### src/rtl/keypad_pkg.sv
// Shared constants, FSM state encoding and digit classification for the keypad entry block.
// Define KEYPAD_HEX_ENTRY_EN to accept codes 4'hA-4'hD as digits.
package keypad_pkg;

  localparam logic [3:0] KEY_CLEAR = 4'hE;
  localparam logic [3:0] KEY_ENTER = 4'hF;

  // 10 ms at 100 MHz
  localparam int unsigned DEFAULT_DEBOUNCE_CYCLES = 1000000;

  typedef enum logic [1:0] {
    StIdle    = 2'd0,
    StAccum   = 2'd1,
    StWaitAck = 2'd2
  } entry_state_e;

  function automatic logic is_digit(input logic [3:0] code);
`ifdef KEYPAD_HEX_ENTRY_EN
    return code <= 4'hD;
`else
    return code <= 4'h9;
`endif
  endfunction

endpackage

### src/rtl/keypad_debounce.sv
// Debounces the scanner's {pressed, code} pair and emits a one-cycle press pulse on an
// accepted 0->1 transition of the pressed level.
module keypad_debounce
  import keypad_pkg::*;
#(
  parameter int unsigned DEBOUNCE_CYCLES = DEFAULT_DEBOUNCE_CYCLES
) (
  input  logic       clk_i,
  input  logic       rst_ni,
  input  logic [3:0] key_code_i,
  input  logic       key_pressed_i,
  output logic       press_o,
  output logic [3:0] press_code_o
);

  localparam int unsigned Target = (DEBOUNCE_CYCLES == 0) ? 1 : DEBOUNCE_CYCLES;
  localparam int unsigned CntW   = $clog2(Target + 1);

  logic [4:0]      sample;
  logic [4:0]      cand_q, cand_d;
  logic [4:0]      stable_q, stable_d;
  logic [CntW-1:0] cnt_q, cnt_d;
  logic            press_q, press_d;
  logic [3:0]      code_q, code_d;

  assign sample = {key_pressed_i, key_code_i};

  // cnt counts consecutive identical samples including the current one, saturating at Target.
  always_comb begin
    cand_d   = sample;
    cnt_d    = cnt_q;
    stable_d = stable_q;
    press_d  = 1'b0;
    code_d   = code_q;
    if (sample != cand_q) begin
      cnt_d = CntW'(1);
    end else if (cnt_q != CntW'(Target)) begin
      cnt_d = cnt_q + CntW'(1);
    end
    if (cnt_d == CntW'(Target) && sample != stable_q) begin
      stable_d = sample;
      press_d  = sample[4] & ~stable_q[4];
      code_d   = sample[3:0];
    end
  end

  always_ff @(posedge clk_i) begin
    if (!rst_ni) begin
      cand_q   <= '0;
      cnt_q    <= '0;
      stable_q <= '0;
      press_q  <= 1'b0;
      code_q   <= '0;
    end else begin
      cand_q   <= cand_d;
      cnt_q    <= cnt_d;
      stable_q <= stable_d;
      press_q  <= press_d;
      code_q   <= code_d;
    end
  end

  assign press_o      = press_q;
  assign press_code_o = code_q;

endmodule

### src/rtl/keypad_entry_ctrl.sv
// Keypad digit accumulator with clear/enter keys and a valid/ready entry handshake.
// Hex digits A-D are accepted only when KEYPAD_HEX_ENTRY_EN is defined.
module keypad_entry_ctrl
  import keypad_pkg::*;
#(
  parameter int unsigned N_DIGITS        = 4,
  parameter int unsigned DEBOUNCE_CYCLES = DEFAULT_DEBOUNCE_CYCLES
) (
  input  logic                             clk,
  input  logic                             rst_n,
  input  logic [3:0]                       key_code,
  input  logic                             key_pressed,
  output logic [4*N_DIGITS-1:0]            entry_value,
  output logic                             entry_valid,
  input  logic                             entry_ready,
  output logic [4*N_DIGITS-1:0]            display_value,
  output logic [$clog2(N_DIGITS+1)-1:0]    digit_count,
  output logic                             overflow
);

  localparam int unsigned AccW = 4 * N_DIGITS;
  localparam int unsigned CntW = $clog2(N_DIGITS + 1);

  logic       press;
  logic [3:0] press_code;

  entry_state_e    state_q, state_d;
  logic [AccW-1:0] acc_q, acc_d;
  logic [AccW-1:0] entry_q, entry_d;
  logic [CntW-1:0] cnt_q, cnt_d;
  logic            valid_q, valid_d;
  logic            ovf_q, ovf_d;

  keypad_debounce #(
    .DEBOUNCE_CYCLES(DEBOUNCE_CYCLES)
  ) u_debounce (
    .clk_i        (clk),
    .rst_ni       (rst_n),
    .key_code_i   (key_code),
    .key_pressed_i(key_pressed),
    .press_o      (press),
    .press_code_o (press_code)
  );

  always_comb begin
    state_d = state_q;
    acc_d   = acc_q;
    entry_d = entry_q;
    cnt_d   = cnt_q;
    valid_d = valid_q;
    ovf_d   = ovf_q;
    unique case (state_q)
      StIdle, StAccum: begin
        if (press) begin
          if (press_code == KEY_CLEAR) begin
            acc_d   = '0;
            cnt_d   = '0;
            ovf_d   = 1'b0;
            state_d = StIdle;
          end else if (press_code == KEY_ENTER) begin
            if (state_q == StAccum) begin
              entry_d = acc_q;
              valid_d = 1'b1;
              state_d = StWaitAck;
            end
          end else if (is_digit(press_code)) begin
            if (cnt_q < CntW'(N_DIGITS)) begin
              acc_d   = (acc_q << 4) | AccW'(press_code);
              cnt_d   = cnt_q + CntW'(1);
              state_d = StAccum;
            end else begin
              ovf_d = 1'b1;
            end
          end
        end
      end
      // Presses here are dropped, including one landing on the handshake cycle.
      StWaitAck: begin
        if (valid_q && entry_ready) begin
          valid_d = 1'b0;
          acc_d   = '0;
          cnt_d   = '0;
          ovf_d   = 1'b0;
          state_d = StIdle;
        end
      end
      default: state_d = StIdle;
    endcase
  end

  always_ff @(posedge clk) begin
    if (!rst_n) begin
      state_q <= StIdle;
      acc_q   <= '0;
      entry_q <= '0;
      cnt_q   <= '0;
      valid_q <= 1'b0;
      ovf_q   <= 1'b0;
    end else begin
      state_q <= state_d;
      acc_q   <= acc_d;
      entry_q <= entry_d;
      cnt_q   <= cnt_d;
      valid_q <= valid_d;
      ovf_q   <= ovf_d;
    end
  end

  assign entry_value   = entry_q;
  assign entry_valid   = valid_q;
  assign display_value = acc_q;
  assign digit_count   = cnt_q;
  assign overflow      = ovf_q;

endmodule

### config.mk
export PLATFORM = sky130hd
export DESIGN_NAME = keypad_entry_ctrl
export DESIGN_NICKNAME = d
export VERILOG_FILES = /design/src/rtl/keypad_pkg.sv /design/src/rtl/keypad_debounce.sv /design/src/rtl/keypad_entry_ctrl.sv
export SDC_FILE = /design/constraint.sdc
export NUM_CORES = 1
export LEC_CHECK = 0
export BUFFER_PORTS_ARGS = -buffer_cell sky130_fd_sc_hd__buf_2
export CAP_MARGIN = 20
export CORE_UTILIZATION = 35
export DETAILED_ROUTE_END_ITERATION = 7
export GPL_TIMING_DRIVEN = 0
export SLEW_MARGIN = 20
export SYNTH_ARGS = -nofsm -noshare
export SYNTH_HDL_FRONTEND = slang
export SYNTH_HIERARCHICAL = 1
export SYNTH_SLANG_ARGS = --single-unit
### constraint.sdc
create_clock -name clk -period 6 [get_ports clk]
set_input_delay 0.6 -clock clk [delete_from_list [all_inputs] [get_ports clk]]
set_output_delay 0.6 -clock clk [all_outputs]
set_load 0.01 [all_outputs]
==> results of run 1 <==
## state kept, by name, summed over array words and instances, names as in the netlist
signal and flops:
display_value 16, entry_value 16, u_debounce/stable_q 5, state_q 2
entry_valid 1, u_debounce/cnt_q 20, u_debounce/cand_q 5, u_debounce/press_o 1
overflow 1, digit_count 3
## metal layers
| layer | track usage | up-vias |
|---|---|---|
| met2 | 0.241 | 49 |
| met5 | 0 | - |
| met3 | 0.0450 | 8 |
| met1 | 0.199 | 1203 |
| li1 | - | 1341 |
| met4 | 0.0577 | 0 |
## cells in the final DEF, fill, tap and decap left out, types with 2 or more instances in the layout
cell	count
sky130_fd_sc_hd__o21ai_0	2
sky130_fd_sc_hd__buf_2	47
sky130_fd_sc_hd__ha_1	4
sky130_fd_sc_hd__clkbuf_8	9
sky130_fd_sc_hd__xor2_1	11
sky130_fd_sc_hd__nor2_1	25
sky130_fd_sc_hd__dfxtp_1	70
sky130_fd_sc_hd__a21oi_1	4
sky130_fd_sc_hd__bufinv_16	5
sky130_fd_sc_hd__buf_4	5
sky130_fd_sc_hd__clkbuf_1	5
sky130_fd_sc_hd__inv_6	2
sky130_fd_sc_hd__inv_1	14
sky130_fd_sc_hd__o21ba_1	2
sky130_fd_sc_hd__nand2_1	86
sky130_fd_sc_hd__mux2i_1	26
sky130_fd_sc_hd__nand3_1	13
sky130_fd_sc_hd__or3_1	3
sky130_fd_sc_hd__xnor2_1	15
sky130_fd_sc_hd__nand4_1	6
sky130_fd_sc_hd__nor3_1	7
sky130_fd_sc_hd__and4_1	2
sky130_fd_sc_hd__a21boi_1	16
sky130_fd_sc_hd__and3_1	4
sky130_fd_sc_hd__nand2b_1	2
sky130_fd_sc_hd__buf_6	5
sky130_fd_sc_hd__nor4_4	2
sky130_fd_sc_hd__nor3_4	3
## cell type report
| class | count | area share |
|---|---|---|
| multi-input cells | 262 | 0.429 |
| flip-flops and latches | 70 | 0.350 |
| repair buffers | 44 | 0.0551 |
| clock inverters | 7 | 0.0419 |
| well taps | 129 | 0.0404 |
| plain buffers | 20 | 0.0391 |
| clock buffers | 9 | 0.0310 |
| inverters | 14 | 0.0131 |
## power groups by stage
stage | logic, uW | clock network, uW | registers (uW)
3_3_place_gp | 27.9 | 0 | 479
4_1_cts | 28.3 | 563 | 468
2_1_floorplan | 18.1 | 0 | 478
5_1_grt | 31.6 | 586 | 468
3_5_place_dp | 28.1 | 0 | 479
6_report | 27.9 | 553 | 468
## cell usage after synthesis, types with 2 or more instances
cell                       count  area (sq um)
sky130_fd_sc_hd__ha_1          4          50.1
sky130_fd_sc_hd__inv_1        14          52.6
sky130_fd_sc_hd__buf_2         3          15.0
sky130_fd_sc_hd__buf_6         5          56.3
sky130_fd_sc_hd__nand4_1       6          37.5
sky130_fd_sc_hd__nor2_1       25          93.8
sky130_fd_sc_hd__o21ba_1       2          20.0
sky130_fd_sc_hd__mux2i_1      26           260
sky130_fd_sc_hd__xor2_1       11          96.3
sky130_fd_sc_hd__a21oi_1       4          20.0
sky130_fd_sc_hd__a21boi_1     16           120
sky130_fd_sc_hd__o21ai_0       2          10.0
sky130_fd_sc_hd__xnor2_1      15           131
sky130_fd_sc_hd__and3_1        4          25.0
sky130_fd_sc_hd__nor3_4        3          48.8
sky130_fd_sc_hd__or3_1         3          18.8
sky130_fd_sc_hd__nor4_4        2          42.5
sky130_fd_sc_hd__and4_1        2          17.5
sky130_fd_sc_hd__dfxtp_1      70          1400
sky130_fd_sc_hd__nor3_1        7          35.0
sky130_fd_sc_hd__nand2b_1      2          12.5
sky130_fd_sc_hd__nand3_1      13          65.1
sky130_fd_sc_hd__buf_4         5          37.5
sky130_fd_sc_hd__nand2_1      86           323
sky130_fd_sc_hd__clkbuf_1      5          18.8
## worst max path at each step
stage	start	endpoint	slack, ns	depth (start not counted)
floorplan	u_debounce/cnt_q[1]$_SDFF_PN0_	u_debounce/stable_q[0]$_SDFFE_PN0P_	3.68	8
global placement	u_debounce/cnt_q[1]$_SDFF_PN0_	u_debounce/stable_q[2]$_SDFFE_PN0P_	3.46	8
detailed placement	u_debounce/cnt_q[1]$_SDFF_PN0_	u_debounce/stable_q[3]$_SDFFE_PN0P_	3.43	8
CTS	u_debounce/cnt_q[1]$_SDFF_PN0_	u_debounce/stable_q[3]$_SDFFE_PN0P_	3.42	8
global route	u_debounce/cnt_q[1]$_SDFF_PN0_	u_debounce/stable_q[4]$_SDFFE_PN0P_	3.23	8
finish	u_debounce/cnt_q[1]$_SDFF_PN0_	u_debounce/stable_q[3]$_SDFFE_PN0P_	3.43	8
## metrics by stage
stage                     setup slack (ns)  cell area (sq um)  total power (uW)  cells  hold slack [ns]
after CTS                             3.42               4000              1060    555            0.454
final                                 3.43               4000              1050    555            0.453
after global routing                  3.23               4000              1090    555            0.470
after floorplan                       3.68               3330               497    366            0.438
after global placement                3.46               3710               506    539            0.438
after detailed placement              3.43               3710               507    539            0.444
## worst max-delay path, cell delays in order, from the launching register on
cell	delay, ns
sky130_fd_sc_hd__dfxtp_1	0.42
sky130_fd_sc_hd__ha_1	0.27
sky130_fd_sc_hd__nand3_2	0.16
sky130_fd_sc_hd__or4_4	0.60
sky130_fd_sc_hd__nor3_4	0.14
sky130_fd_sc_hd__xnor2_1	0.14
sky130_fd_sc_hd__nor4_4	0.35
sky130_fd_sc_hd__nand4_4	0.20
sky130_fd_sc_hd__mux2i_1	0.18
## cells by family after synthesis
kind of cell    Yosys count
buf+inv                  34
simple gates            168
mux                      26
xor+xnor                 26
fa+ha+maj                 4
flops                    70
compound gates           38
==> results.md, run 1 <==
* Outcome: completed
* Post-route met1 wirelength at 3420 um
* Via count at 2601
* Logic gate share of total power at 0.027
* Mux cell area share after synthesis at 0.0783
* Violation count after the first detailed-routing iteration at 106
* Data arrival time of the critical path at 2.80 ns
* Ratio of cells with drive above 1 in the final layout at 0.209
* Max_slew headroom at 0.513
* Count of flip-flops with a built-in enable after synthesis at 0
* Antenna cells at 0
* Worst clock skew on the final layout at 0.0118 ns
* Post-route clock period utilization at 0.428
* Count of nets left with antenna violations after detail routing at 0
* Worst hold start: entry_value[8]$_SDFFE_PN0P_
* PostCTS Resize Cnt at 0
* Final routed wirelength across all metal layers at 6930 um
* Maximum level of the CTS H-tree at 3
* Post-synthesis compound-gate area fraction at 0.0907
* Avg Inst Size Synth at 9.09 sq um
* Hold endpoint: entry_value[8]$_SDFFE_PN0P_
* CTS Hold Bufs at 0
* Via density at 4.69
* Number of buffers inserted by port buffering at 44
* CTS tree: done
* Clock period minus worst slack at 2.57 ns
* Final hold violations at 0
* Count of nets after finishing at 433
* Maximum number of pins on one net before global-route repair at 14
* Switching portion of total power at 0.199
* Critical-path maximum fanout at 6
* Overall overflow remaining after global route at 0
* Finish-stage setup viols at 0
* Relative contribution of sequential cells to total power at 0.446
* Count of yosys warnings during synthesis at 6
* Cell Int Power at 841 uW
* Worst reg2reg setup slack at 3.43 ns
* Post-route core utilization at 0.433
* Met3 WL post-DR at 234 um
* Final Max Tran Viols at 0
* Number of cells on the worst reg-to-reg path at 8
* Seq/Total Area, Yosys at 0.421
* Path class of the lowest-slack min-delay path: reg2reg
* Fmax achieved at 389 MHz
* Starting utilization of the core area at 0.360
* Met2 Routed Length at 3180 um
* Height of the die at 99.5 um
* Layout area overhead at 20.2%
* Number of rows created at floorplan at 35
* Adder and majority cell fraction of the synthesized area at 0.0150
* Estimated wirelength of the detail-placed design at 5160 um
* Pwr/cell area at 262 nW/um^2
* Netlist area before placement at 3330 sq um
* Area of combinational cells with multiple inputs at 1720 sq um
* Max-capacitance violation count at 0
* Net switching component of the power at 208 uW
* Setup TNS at 0 ns
* Ys flop type: sky130_fd_sc_hd__dfxtp_1
* Start of the worst register-to-register path: u_debounce/cnt_q[1]$_SDFF_PN0_
* Count of distinct cell types in the synthesized netlist at 56
* Post-CTS setup repair buffer count at 0
* Net Count, Synth at 378
* Area enclosed by the die boundary at 9900 sq um
* Number of antenna violations at the first check in global routing at 0
* Total of flip-flops plus latches after synthesis at 70
* Top Layer Used: met4
* Worst hold path cell count at 2
* Buffer levels on the longest clock path at 2
* Latest clock arrival within the worst-skew pair at 0.35 ns
* Combinational family with the most area after synthesis: simple AND/OR/NAND/NOR gates
* Unrepaired setup endpoints after global routing: no
* Sinks on Clock Net at 70
* Synthesized-area fraction occupied by xor and xnor cells at 0.0685
* Filler Cell Count at 918
* Category of the worst setup path launch point: flip-flop
* Clock group share of total power at 0.528
* Gpl congestion at 0.840
* Via count of the first global-routing pass at 2458
* Type of the worst setup path: reg2reg
* Worst vdd ir at 0.171 mV
* DRC violations left at 0
* Global-route usage over all layers at 0.153
* Post-synthesis cell count at 366
* Total leakage power at 0.00159 uW
* Share of synthesized registers carrying an async set or reset at 0
* Transition time at the pin with the least slew margin at 0.721 ns
* Sequential standard cell area at 1400 sq um
* Simple-gate share of the synthesized area at 0.263
* Capture point of the worst reg-to-reg path: u_debounce/stable_q[3]$_SDFFE_PN0P_
* Number of top-level pins at 45
* Required time of the worst setup path at 6.23 ns
* Total iterations of the first detailed-routing run at 4
* Clock transition at path regs at 0.07 ns
* Die boundary width at 99.5 um
* Routed wirelength normalized by instance count at 12.5 um
* Standard cell core area at 9240 sq um
* Cell at the root of the clock tree: sky130_fd_sc_hd__clkbuf_8
* Clock buffers created by TritonCTS at 9
* Worst Setup End Kind: flip-flop
* Wire length of the first global-routing pass at 11900 um
No activity file was read; power rests on OpenSTA's default activity.
==> inputs of run 2 (changes only) <==
==> constraint.sdc (replaced) <==
create_clock -name clk -period 2.4 [get_ports clk]
set_input_delay 0.24 -clock clk [delete_from_list [all_inputs] [get_ports clk]]
set_output_delay 0.24 -clock clk [all_outputs]
set_load 0.01 [all_outputs]
==> run 2 against run 1 <==
Critical path depth did not move; flip-flop and latch count did not move; worst setup slack got worse by 3.3 ns; first-iteration DRC count rose by 50%; core utilization rose by 0.87 points; hold slack got worse by 0.31 ns; die area did not move; sequential share of layout area fell by 0.50 points; critical endpoint unchanged; largest cell class unchanged; largest power group unchanged.
==> results.md, run 2 (same netlist as run 1, synthesis figures left out) <==
* Start of the worst register-to-register path: u_debounce/cnt_q[0]$_SDFF_PN0_
* Data arrival time of the critical path at 2.53 ns (-0.27 ns)
* Ratio of cells with drive above 1 in the final layout at 0.234 (+0.0249)
* GR Util met2 at 0.241 (unchanged)
* Antenna cells at 0 (unchanged)
* Worst vdd ir at 0.428 mV (+150%)
* Path class of the lowest-slack min-delay path: in2reg
* Filler Cell Count at 908 (-1.1%)
* Highest-delay cell along the critical path: sky130_fd_sc_hd__or4_4
* Hold endpoint: u_debounce/cand_q[4]$_SDFF_PN0_
* Total iterations of the first detailed-routing run at 4 (unchanged)
* Clock transition at path regs at 0.08 ns (about the same)
* Required time of the worst setup path at 2.63 ns (-3.60 ns)
* Standard cell core area at 9240 sq um (unchanged)
* Final hold violations at 0 (unchanged)
* Critical-path maximum fanout at 5 (-1)
* Layout area overhead at 22.6%
* Crit path buffers/inverters at 0 (unchanged)
* Fmax achieved at 435 MHz (+12%)
* Number of top-level pins at 45 (unchanged)
* Buffer levels on the longest clock path at 2 (unchanged)
* Clock buffers created by TritonCTS at 9 (unchanged)
* Category of the worst setup path launch point: flip-flop
* Via count of the first global-routing pass at 2462 (+0.16%)
* Routed wirelength normalized by instance count at 12.6 um (+1.0%)
* Maximum number of pins on one net before global-route repair at 14 (unchanged)
* Outcome: completed
* Total leakage power at 0.00163 uW (+2.2%)
* Number of buffers inserted by port buffering at 44 (unchanged)
* Clock period minus worst slack at 2.30 ns (-0.272 ns)
* Most used cells in the layout excluding fill and tap cells: 86 x sky130_fd_sc_hd__nand2_1, 68 x sky130_fd_sc_hd__dfxtp_1, 47 x sky130_fd_sc_hd__buf_2
* Max FFs per register at 20 (unchanged)
* Launch point of the critical path: u_debounce/cnt_q[0]$_SDFF_PN0_
* Final routed wirelength across all metal layers at 7080 um (+2.1%)
* Via density at 4.72 (+0.72%)
* Critical Path Stages at 8 (unchanged)
* Most flop-heavy register: u_debounce/cnt_q
* Height of the die at 99.5 um (unchanged)
* Final standard cell count with taps included and fillers excluded at 561 (+1.1%)
* Longest individual stage delay on the worst path at 0.50 ns (-0.10 ns)
* Via count at 2648 (+1.8%)
* Pwr/cell area at 642 nW/um^2 (+140%)
* Area enclosed by the die boundary at 9900 sq um (unchanged)
* Critical path cell sequence: ha_4 > nand3_2 > or4_4 > nor3_4 > xnor2_1 > nor4_4 > nand4_4 > mux2i_1
* Finish-stage setup viols at 0 (unchanged)
* CTS tree: done
* Global-route usage over all layers at 0.153 (about the same)
* Die boundary width at 99.5 um (unchanged)
* Number of antenna violations at the first check in global routing at 0 (unchanged)
* Met3 usage in global routing at 0.0450 (unchanged)
* Estimated wirelength of the detail-placed design at 5160 um (unchanged)
* Worst Setup End Kind: flip-flop
* Post-route clock period utilization at 0.957 (+0.529)
* Met1 usage in global routing at 0.199 (+0.000436)
* Gpl congestion at 0.840 (unchanged)
* Starting utilization of the core area at 0.360 (unchanged)
* PnR Total Power at 2620 uW (+150%)
* Worst hold start: key_pressed
* Max_slew headroom at 0.635 (+0.122)
* Wire length of the first global-routing pass at 11900 um (+0.18%)
* Cell at the root of the clock tree: sky130_fd_sc_hd__clkbuf_8
* Number of rows created at floorplan at 35 (unchanged)
* DRC violations left at 0 (unchanged)
* Worst reg2reg setup slack at 0.10 ns (-3.33 ns)
* Final Max Tran Viols at 0 (unchanged)
* Crit-path leading delay family: simple AND/OR/NAND/NOR gates
* GR peak layer: met2
* Total cell area at the placement stage at 3710 sq um (unchanged)
* Number of cells on the worst reg-to-reg path at 8 (unchanged)
* Post-route core utilization at 0.441 (+0.00867)
* Worst hold path cell count at 3 (+1)
* Overall overflow remaining after global route at 0 (unchanged)
* Fin area at 4080 sq um (+2.0%)
* Latest clock arrival within the worst-skew pair at 0.35 ns (about the same)
* Count of nets after finishing at 439 (+1.4%)
* Cells after DPL at 539 (unchanged)
* Transition time at the pin with the least slew margin at 0.539 ns (-0.182 ns)
* Max-capacitance violation count at 0 (unchanged)
* Most common library cell in the layout ignoring fill and taps: sky130_fd_sc_hd__nand2_1
* Worst clock skew on the final layout at 0.0123 ns (+0.000508 ns)
* Type of the worst setup path: reg2reg
* Sinks on Clock Net at 70 (unchanged)
* Maximum level of the CTS H-tree at 3 (unchanged)
* Violation count after the first detailed-routing iteration at 159 (+50%)
* Count of nets left with antenna violations after detail routing at 0 (unchanged)
* Capture point of the worst reg-to-reg path: u_debounce/stable_q[3]$_SDFFE_PN0P_
run 2: layer usage:
metal	wire length, um	vias up
li1	-	1351
met3	260	6
met5	0	-
met1	3500	1227
met2	3240	64
met4	77	0
run 2: worst max-delay path by stage:
stage          slack (ns)                                   to
2_1_floorplan        0.08  u_debounce/stable_q[0]$_SDFFE_PN0P_
3_3_place_gp        -0.14  u_debounce/stable_q[2]$_SDFFE_PN0P_
3_5_place_dp        -0.17  u_debounce/stable_q[3]$_SDFFE_PN0P_
4_1_cts              0.03  u_debounce/stable_q[3]$_SDFFE_PN0P_
5_1_grt             -0.02  u_debounce/stable_q[4]$_SDFFE_PN0P_
6_report             0.10  u_debounce/stable_q[3]$_SDFFE_PN0P_
run 2: worst register-to-register path, stage by stage (launching register included):
cell and delay [ns]:
sky130_fd_sc_hd__dfxtp_4 0.38, sky130_fd_sc_hd__ha_4 0.16, sky130_fd_sc_hd__nand3_2 0.15, sky130_fd_sc_hd__or4_4 0.50, sky130_fd_sc_hd__nor3_4 0.14, sky130_fd_sc_hd__xnor2_1 0.14
sky130_fd_sc_hd__nor4_4 0.32, sky130_fd_sc_hd__nand4_4 0.21, sky130_fd_sc_hd__mux2i_1 0.18
run 2: layout make-up:
type / count / area, sq um / area share
Buffer: 20 / 156 / 0.0383
Clock buffer: 9 / 124 / 0.0304
Clock inverter: 7 / 168 / 0.0411
Inverter: 14 / 52.6 / 0.0129
Multi-Input combinational cell: 262 / 1740 / 0.427
Sequential cell: 70 / 1410 / 0.345
Tap cell: 129 / 161 / 0.0396
Timing Repair Buffer: 50 / 265 / 0.0650
run 2: through the flow:
stage               worst slack [ns]  hold WS (ns)  setup TNS, ns
global route                 -0.0163         0.141        -0.0585
finish                         0.103         0.148              0
global placement              -0.137         0.438         -0.671
floorplan                     0.0757         0.351              0
CTS                           0.0272         0.135              0
detailed placement            -0.175         0.444         -0.856
run 2: what timing repair did:
item / CTS / global route
buffers inserted: 0 / 6
pin swaps: 3 / 7
resized for setup: 4 / 7
gates cloned: 0 / 0
setup endpoints to repair: 6 / 5
hold buffers: 0 / 0
hold endpoints to repair: 0 / 0
run 2: where the power goes:
part           switching (uW)  total [uW]  internal [uW]
Clock                     473        1380            908
Sequential               3.91        1170           1160
Combinational            42.9        71.2           28.3
